File: src/rtl/rob_complete_arbiter_pkg.sv
// Shared out-of-order core types: ROB tag width and the execution-unit
// completion packet routed to the reorder buffer.
package ooo_types;

  localparam int ROB_BITS    = 5;
  localparam int NUM_CPL_REQ = 3;

  typedef struct packed {
    logic [ROB_BITS-1:0] tag;
    logic                taken;
    logic [31:0]         target;
  } complete_pkt_t;

endpackage

File: src/rtl/rob_complete_arbiter_cpl_fifo.sv
// Small per-requester completion buffer; head is visible combinationally so a
// packet written at one edge can be granted in the very next cycle.
module cpl_fifo
  import ooo_types::*;
#(
  parameter int FIFO_DEPTH = 2
) (
  input  logic                              clk,
  input  logic                              rst_n,
  input  logic                              clear,
  input  logic                              push,
  input  logic                              pop,
  input  complete_pkt_t                     din,
  output complete_pkt_t                     dout,
  output logic [$clog2(FIFO_DEPTH+1)-1:0]   count,
  output logic                              empty,
  output logic                              full
);

  localparam int AW = (FIFO_DEPTH > 1) ? $clog2(FIFO_DEPTH) : 1;
  localparam int CW = $clog2(FIFO_DEPTH + 1);

  complete_pkt_t   r_mem [FIFO_DEPTH];
  logic [AW-1:0]   r_wr_ptr;
  logic [AW-1:0]   r_rd_ptr;
  logic [CW-1:0]   r_count;
  logic            w_push;
  logic            w_pop;

  assign empty  = (r_count == '0);
  assign full   = (r_count == CW'(FIFO_DEPTH));
  assign count  = r_count;
  assign w_push = push & ~full & ~clear;
  assign w_pop  = pop & ~empty & ~clear;
  assign dout   = empty ? '0 : r_mem[r_rd_ptr];

  always_ff @(posedge clk or negedge rst_n) begin
    if (!rst_n) begin
      r_wr_ptr <= '0;
      r_rd_ptr <= '0;
      r_count  <= '0;
    end else if (clear) begin
      r_wr_ptr <= '0;
      r_rd_ptr <= '0;
      r_count  <= '0;
    end else begin
      if (w_push)
        r_wr_ptr <= (r_wr_ptr == AW'(FIFO_DEPTH - 1)) ? '0 : r_wr_ptr + 1'b1;
      if (w_pop)
        r_rd_ptr <= (r_rd_ptr == AW'(FIFO_DEPTH - 1)) ? '0 : r_rd_ptr + 1'b1;
      case ({w_push, w_pop})
        2'b10:   r_count <= r_count + 1'b1;
        2'b01:   r_count <= r_count - 1'b1;
        default: r_count <= r_count;
      endcase
    end
  end

  // Storage carries no reset: the pointers alone decide what is valid.
  always_ff @(posedge clk) begin
    if (w_push)
      r_mem[r_wr_ptr] <= din;
  end

endmodule

File: src/rtl/rob_complete_arbiter.sv
// Merges per-unit completion streams onto the ROB's single completion port
// with round-robin fairness; the output is driven straight from FIFO heads.
module rob_complete_arbiter
  import ooo_types::*;
#(
  parameter int NUM_REQ    = NUM_CPL_REQ,
  parameter int FIFO_DEPTH = 2
) (
  input  logic                                        clk,
  input  logic                                        rst_n,
  input  logic                                        flush,
  input  logic          [NUM_REQ-1:0]                 req_valid,
  output logic          [NUM_REQ-1:0]                 req_ready,
  input  complete_pkt_t [NUM_REQ-1:0]                 req_pkt,
  output logic                                        complete_en,
  output logic          [ROB_BITS-1:0]                complete_tag,
  output logic                                        branch_taken,
  output logic          [31:0]                        branch_target,
  output logic          [$clog2(NUM_REQ)-1:0]         grant_id,
  output logic          [$clog2(NUM_REQ*FIFO_DEPTH+1)-1:0] pending_count
);

  localparam int GW  = $clog2(NUM_REQ);
  localparam int CW  = $clog2(FIFO_DEPTH + 1);
  localparam int PCW = $clog2(NUM_REQ * FIFO_DEPTH + 1);

  complete_pkt_t   w_dout  [NUM_REQ];
  logic [CW-1:0]   w_count [NUM_REQ];
  logic [NUM_REQ-1:0] w_empty;
  logic [NUM_REQ-1:0] w_full;
  logic [NUM_REQ-1:0] w_pop;
  logic            w_any;
  logic [GW-1:0]   w_gnt_idx;
  int              w_idx;
  complete_pkt_t   w_head;
  logic [GW-1:0]   r_rr_ptr;

  for (genvar gi = 0; gi < NUM_REQ; gi++) begin : g_fifo
    // Ready is a pure function of occupancy so a full FIFO never relies on
    // a same-cycle grant to make room.
    assign req_ready[gi] = ~w_full[gi] & ~flush & rst_n;
    assign w_pop[gi]     = complete_en && (w_gnt_idx == GW'(gi));

    cpl_fifo #(.FIFO_DEPTH(FIFO_DEPTH)) u_fifo (
      .clk   (clk),
      .rst_n (rst_n),
      .clear (flush),
      .push  (req_valid[gi] & req_ready[gi]),
      .pop   (w_pop[gi]),
      .din   (req_pkt[gi]),
      .dout  (w_dout[gi]),
      .count (w_count[gi]),
      .empty (w_empty[gi]),
      .full  (w_full[gi])
    );
  end

  always_comb begin
    w_any     = 1'b0;
    w_gnt_idx = '0;
    w_idx     = 0;
    for (int k = 0; k < NUM_REQ; k++) begin
      w_idx = (int'(r_rr_ptr) + k) % NUM_REQ;
      if (!w_any && !w_empty[w_idx]) begin
        w_any     = 1'b1;
        w_gnt_idx = GW'(w_idx);
      end
    end
  end

  assign complete_en   = w_any & ~flush;
  assign w_head        = w_dout[w_gnt_idx];
  assign grant_id      = complete_en ? w_gnt_idx : '0;
  assign complete_tag  = complete_en ? w_head.tag : '0;
  assign branch_taken  = complete_en ? w_head.taken : 1'b0;
  assign branch_target = complete_en ? w_head.target : '0;

  always_comb begin
    pending_count = '0;
    for (int k = 0; k < NUM_REQ; k++)
      pending_count = pending_count + PCW'(w_count[k]);
  end

  always_ff @(posedge clk or negedge rst_n) begin
    if (!rst_n)
      r_rr_ptr <= '0;
    else if (complete_en)
      r_rr_ptr <= (w_gnt_idx == GW'(NUM_REQ - 1)) ? '0 : w_gnt_idx + 1'b1;
  end

endmodule

File: config.mk
export PLATFORM = sky130hd
export DESIGN_NAME = rob_complete_arbiter
export DESIGN_NICKNAME = d
export VERILOG_FILES = /design/src/rtl/rob_complete_arbiter_pkg.sv /design/src/rtl/rob_complete_arbiter_cpl_fifo.sv /design/src/rtl/rob_complete_arbiter.sv
export SDC_FILE = /design/constraint.sdc
export NUM_CORES = 1
export LEC_CHECK = 0
export ABC_AREA = 1
export CAP_MARGIN = 25
export CORE_MARGIN = 8
export CORE_UTILIZATION = 40
export DETAILED_ROUTE_END_ITERATION = 16
export PLACE_DENSITY = 0.66
export SYNTH_ARGS = -nofsm -noshare
export SYNTH_HDL_FRONTEND = slang
export SYNTH_SLANG_ARGS = --single-unit
File: constraint.sdc
create_clock -name clk -period 7.35 [get_ports clk]
set_clock_uncertainty 0.15 [all_clocks]
set_input_delay 2.205 -clock clk [delete_from_list [all_inputs] [get_ports clk]]
set_output_delay 2.205 -clock clk [all_outputs]
set_load 0.01 [all_outputs]
Word-level counts from Yosys, hierarchy flattened
Memories as Yosys holds them, arrays and structs flattened.
Cells that the tools add are included.

operators by class
  add/sub/neg operators = 17
  divide/modulo/power cells = 3
  $lt $le $gt $ge = 4
  equal/unequal tests = 11
  muxes and demuxes = 56
  bitwise operators = 30
  reductions and logical operators = 21

operators by type and width
  kind                                                                   count
  38-bit two-way mux                                                     5
  32-bit by 4-bit < comparator with 1-bit output, second input constant  3
  38-bit binary-select mux with 2-bit select                             1
  32-bit by 3-bit modulo with 32-bit output, second input constant       2
  1-bit two-way mux                                                      34
  3-bit by 3-bit modulo with 32-bit output, second input constant        1
  32-bit two-way mux                                                     1
  1-bit AND                                                              22
  2-bit two-way mux                                                      8
  2-bit == test, second input constant                                   7
  2-bit one-hot mux with 2 select lines                                  3
  2-bit nonzero test                                                     6
  3-bit nonzero test                                                     3
  2-bit by 1-bit adder with 2-bit output, second input constant          4
  2-bit by 1-bit == test with 1-bit output, second input constant        4
  2-bit zero test                                                        4
  1-bit NOT                                                              7
  1-bit adder, second input constant                                     6
  1-bit binary-select mux with 2-bit select                              3
  2-bit by 1-bit subtractor with 2-bit output, second input constant     3
  1-bit logical AND                                                      5
  5-bit two-way mux                                                      1
  2-bit by 1-bit adder with 3-bit output, second input constant          1
  2-bit by 2-bit adder with 3-bit output                                 1
  other kinds (5)                                                        7

storage, ports and cells
  register bits after elaboration = 14
  RAM bits = 228
  bits of input ports = 120
  output and inout port bits = 47
  logic and storage cells = 155
  memories kept = 3

memories
  name                    words  width  rd ports  clocked after memory_dff  wr ports  line                                 text
  g_fifo[0].u_fifo.r_mem  2      38     1         0                         1         rob_complete_arbiter_cpl_fifo.sv:23  complete_pkt_t r_mem [FIFO_DEPTH];
  g_fifo[1].u_fifo.r_mem  2      38     1         0                         1         rob_complete_arbiter_cpl_fifo.sv:23
  g_fifo[2].u_fifo.r_mem  2      38     1         0                         1         rob_complete_arbiter_cpl_fifo.sv:23

Longest topological paths before layout
  word-level depth = 18
  gate-level depth with buffers = 18
  gate-level depth less buffers = 17

Modules after synthesis
A second synthesis with hierarchy kept.

second synthesis, totals
  cells, all modules = 1017
  area, all modules = 10924.2 um^2

by module, submodules not included
  module                           times used  cells an instance  area an instance (um^2)  seq. area each (um^2)
  cpl_fifo (g_fifo[1].u_fifo ...)  2           244                3135.5                   2382.3
  cpl_fifo (g_fifo[0].u_fifo)      1           244                3104.2                   2382.3
  rob_complete_arbiter             1           285                1549.0                   50.0

Worst setup path before layout
No wires, ideal clock.

  kind = input-to-output
  start point = input flush
  end point = output branch_target[21]
  arrival time = 2.977 ns
  required time = 4.995 ns
  slack = 2.018 ns
  cell stages on the path = 5
  path buffers = 2
  path through = inv_1 nand2_1 clkbuf_8 dlygate4sd1_1 nor2_1

on the way
  word-level cells in the longest chain between the ends = 3

RTL lines
  item                line                        text
  start, declared     rob_complete_arbiter.sv:11  input logic flush,
  1-bit NOT           rob_complete_arbiter.sv:71  assign complete_en = w_any & ~flush;
  1-bit AND           rob_complete_arbiter.sv:71
  32-bit two-way mux  rob_complete_arbiter.sv:76  assign branch_target = complete_en ? w_head.target : '0;
  end, declared       rob_complete_arbiter.sv:18  output logic [31:0] branch_target,

No other way between the ends.

Worst setup path after layout
  start point = input flush
  end point = output branch_target[13]

Same word-level chain as after synthesis.

==> reports/qor.txt <==
POWER AND IR DROP
-------------------------------------------------------------------------------------
Max IR drop VDD                                                             0.6547 mV
Net switching component of the power                                         2.582 mW
Internal power summed over all cells                                         3.607 mW
Combinational cell fraction of total power                                      51.3%
Net switching fraction of the power                                            41.72%
Cell area power density                                                  470.9 nW/um^2
Share of power burned in registers                                              27.3%
Clock network power share                                                       21.4%
Cell leakage power                                                           4.556 nW

CRITICAL PATH
-------------------------------------------------------------------------------------
Type of destination of the critical path                                 primary output
Cell mode on critical path                                               sky130_fd_sc_hd__clkdlybuf4s50_1
Crit path required time                                                       4.99 ns
Critical path data arrival time                                               4.36 ns
Crit path max fanout                                                               22
Count of cells along the worst register-to-register path                           13
Worst-path cell with the longest stage delay                             sky130_fd_sc_hd__clkdlybuf4s50_1
Endpoint of the worst-slack reg-to-reg timing path                       g_fifo[2].u_fifo.count[0]
Setup crit start kind                                                      input port
Worst reg2reg setup slack                                                     4.32 ns
Reg2reg start                                                            g_fifo[0].u_fifo.count[1]
Sequence of cells on the critical path                                   clkdlybuf4s50_1 > inv_1 > nand2_2 > buf_4 > nor2_1 > clkdlybuf4s50_1
Classification of the worst setup path                                      in -> out
CP peak stage delay                                                           0.55 ns

CLOCK NETWORK
-------------------------------------------------------------------------------------
Hold buffers post-CTS                                                               0
TritonCTS sink count                                                              242
Buffer depth of the longest clock path                                              3
Clock Tree Root                                                          sky130_fd_sc_hd__clkbuf_16
Number of post-CTS setup repair buffers                                             0
Number of H-tree branching levels                                                   1
TritonCTS clock tree                                                            built
Clock buffer count from CTS                                                        26
Clock network latency to the later pin of the worst-skew pair                 0.53 ns
Cells resized by post-CTS repair                                                    0
Clk pin slew, worst setup/hold paths                                          0.06 ns

TIMING
-------------------------------------------------------------------------------------
Worst Hold Slack                                                            0.4370 ns
Total negative setup slack                                                       0 ns
Achievable clock frequency                                                 0.1488 GHz
RSZ-0062 raised after global routing                                            false
Max-slew headroom at the worst pin                                             34.91%
PnR worst setup slack                                                       0.6316 ns
Final Critical Period                                                        6.718 ns
Finish-stage setup viols                                                            0
Tcrit/Tclk final                                                               91.41%
Worst Tran Pin Value                                                        0.9764 ns
Hold Vio Cnt, Final                                                                 0
Fin. max-slew vios                                                                  0

LAYOUT
-------------------------------------------------------------------------------------
Area growth from synthesis to final layout                                     27.33%
Final-stage net count                                                           1,113
Multi-input gate area                                                       2773 um^2
Filler cells                                                                    2,229
Share of post-route cells with drive strength above 1                          8.449%
Most common cell after layout, fill and taps aside                       sky130_fd_sc_hd__edfxtp_1
Most frequent cells in the layout                                        sky130_fd_sc_hd__edfxtp_1, sky130_fd_sc_hd__clkdlybuf4s50_1, sky130_fd_sc_hd__nor2_1, sky130_fd_sc_hd__o21ai_0
Register area                                                               7203 um^2

SYNTHESIS
-------------------------------------------------------------------------------------
Proportion of netlist area held by the largest area contributor                66.32%
Mapped cell area                                                          10,320 um^2
Number of nets in the synthesized netlist                                         956
Ys async rst share                                                             5.785%
Main area contributors after synthesis                                   sky130_fd_sc_hd__edfxtp_1, sky130_fd_sc_hd__nor2_1, sky130_fd_sc_hd__o21ai_0
Most used DFF post-synth                                                 sky130_fd_sc_hd__edfxtp_1
Sequential fraction of the synthesis area                                      69.71%
Number of flops mapped to enable cells by yosys                                   228
Number of flip-flops and latches in the synthesized netlist                       242
Synth area leader                                                        sky130_fd_sc_hd__edfxtp_1
Average size of a mapped cell                                              12.42 um^2
Unique masters post-synth                                                          35
Gate count after technology mapping                                               831
Total of warnings raised by yosys                                                   0

GLOBAL ROUTING
-------------------------------------------------------------------------------------
Routing usage on met2                                                          30.62%
Initial antenna violation count                                                     3
Remaining global-route overflow                                                     0
Met1 global-route usage                                                        23.47%
Wire length of the first global-routing pass                                 43.50 mm
Pin count of the biggest net entering global routing                               42
Most Used Layer, Global Route                                                    met2
Number of global-route vias before repair                                       7,286
Met3 demand-to-capacity share in global routing                                3.286%
Global routing usage summed across all routing layers                          18.20%

WORST HOLD PATH
-------------------------------------------------------------------------------------
Kind of path behind the tightest hold check                                reg -> reg
WHS Endpoint                                                             g_fifo[2].u_fifo.count[1]
Hold Startpoint                                                          g_fifo[2].u_fifo.count[1]
Worst hold path cell count                                                          2

PLACED DESIGN
-------------------------------------------------------------------------------------
RD Place Congestion                                                            0.8051
Worst Setup Slack post-DPL                                                  0.6239 ns
Number of port buffers                                                            166
Final HPWL from detailed placement                                           17.97 mm

DIE
-------------------------------------------------------------------------------------
Core footprint                                                            25,690 um^2
Die W                                                                        176.7 um
Standard-cell rows                                                                 59
Die Y-Extent                                                                 176.7 um
Initial Util                                                                   40.19%
IO Count                                                                          167
Total Die Area                                                            31,210 um^2

ROUTING
-------------------------------------------------------------------------------------
Via count                                                                       7,128
Vias per cell                                                                   5.311
Count of routing violations after the opening detailed-route iteration            573
Wire length after detailed routing                                           28.88 mm
First-pass detailed-route iteration total                                           6
Detail-routed net length per standard cell                                   21.52 um
Remaining number of nets flagged by the antenna check after routing                 0
DRC violation count after routing                                                   0

STATUS
-------------------------------------------------------------------------------------
Outcome                                                                  finished, final reports clean

JOB
-------------------------------------------------------------------------------------
Number of maximum-capacitance constraint violations                                 0

[Yosys cell counts (6+ instances only)]
| cell | number |
|---|---|
| sky130_fd_sc_hd__dfrtp_1 | 14 |
| sky130_fd_sc_hd__clkbuf_1 | 28 |
| sky130_fd_sc_hd__nand2_2 | 6 |
| sky130_fd_sc_hd__edfxtp_1 | 228 |
| sky130_fd_sc_hd__nand2_1 | 53 |
| sky130_fd_sc_hd__nor2_1 | 171 |
| sky130_fd_sc_hd__buf_2 | 6 |
| sky130_fd_sc_hd__mux2i_1 | 38 |
| sky130_fd_sc_hd__inv_1 | 21 |
| sky130_fd_sc_hd__nand3_1 | 52 |
| sky130_fd_sc_hd__o21ai_0 | 90 |
| sky130_fd_sc_hd__nand4_1 | 7 |
| sky130_fd_sc_hd__o21ai_1 | 29 |
| sky130_fd_sc_hd__o31ai_1 | 38 |
[sequential cells by signal, indices dropped and copies added, names as in the netlist]
| name | count |
|---|---|
| g_fifo.u_fifo.r_wr_ptr | 3 |
| g_fifo.u_fifo.r_mem | 228 |
| g_fifo.u_fifo.count | 6 |
| r_rr_ptr | 2 |
| g_fifo.u_fifo.r_rd_ptr | 3 |
[routing by layer]
metal / up-vias / routed length (um)
met3: 61 / 1832
met1: 3477 / 12230
met2: 261 / 14100
li1: 3325 / -
met5: - / 23
met4: 4 / 692
[kinds of logic after synthesis]
| group | after synthesis | synth area share (%) |
|---|---|---|
| xor+xnor | 1 | 0.08485 |
| simple gates | 300 | 12.59 |
| flops | 242 | 69.71 |
| compound gates | 168 | 9.235 |
| fa+ha+maj | 5 | 0.7515 |
| mux | 38 | 3.684 |
| buf+inv | 77 | 3.939 |
[area by class of cell]
| class | instances | area share [%] |
|---|---|---|
| well taps | 335 | 3.189 |
| multi-input cells | 512 | 21.09 |
| flip-flops and latches | 242 | 54.80 |
| repair buffers | 179 | 13.57 |
| diodes | 1 | 0.01904 |
| clock buffers | 33 | 5.226 |
| inverters | 27 | 0.7900 |
| clock inverters | 13 | 1.314 |
[worst max path at each step]
stage / start / endpoint
after CTS: flush / complete_tag[1]
after detailed placement: flush / complete_tag[1]
after global routing: flush / branch_target[10]
after floorplan: flush / branch_target[21]
final: flush / branch_target[13]
after global placement: flush / branch_target[17]
[power by group through the flow]
stage / sequential (mW) / combinational (mW) / clock, mW
after CTS: 1.69 / 3.21 / 1.34
after global routing: 1.70 / 3.46 / 1.40
after floorplan: 1.63 / 1.97 / 0
after detailed placement: 1.72 / 3.19 / 0
after global placement: 1.72 / 3.13 / 0
final: 1.69 / 3.18 / 1.32
[stage by stage]
| stage | power [mW] | cells | area, um^2 | util [%] |
|---|---|---|---|---|
| 4_1_cts | 6.246 | 1341 | 13140 | 51.16 |
| 3_5_place_dp | 4.914 | 1295 | 12280 | 47.81 |
| 3_3_place_gp | 4.854 | 1293 | 12240 | 47.66 |
| 2_1_floorplan | 3.602 | 831 | 10320 | - |
| 6_report | 6.190 | 1342 | 13150 | 51.17 |
| 5_1_grt | 6.562 | 1342 | 13150 | 51.17 |
[worst max-delay path, delay by kind of cell]
kind | cells | cell delay, ns
buffers and inverters | 4 | 1.67
AND/OR/NAND/NOR | 2 | 0.49
(Power assumes the default switching activity.)
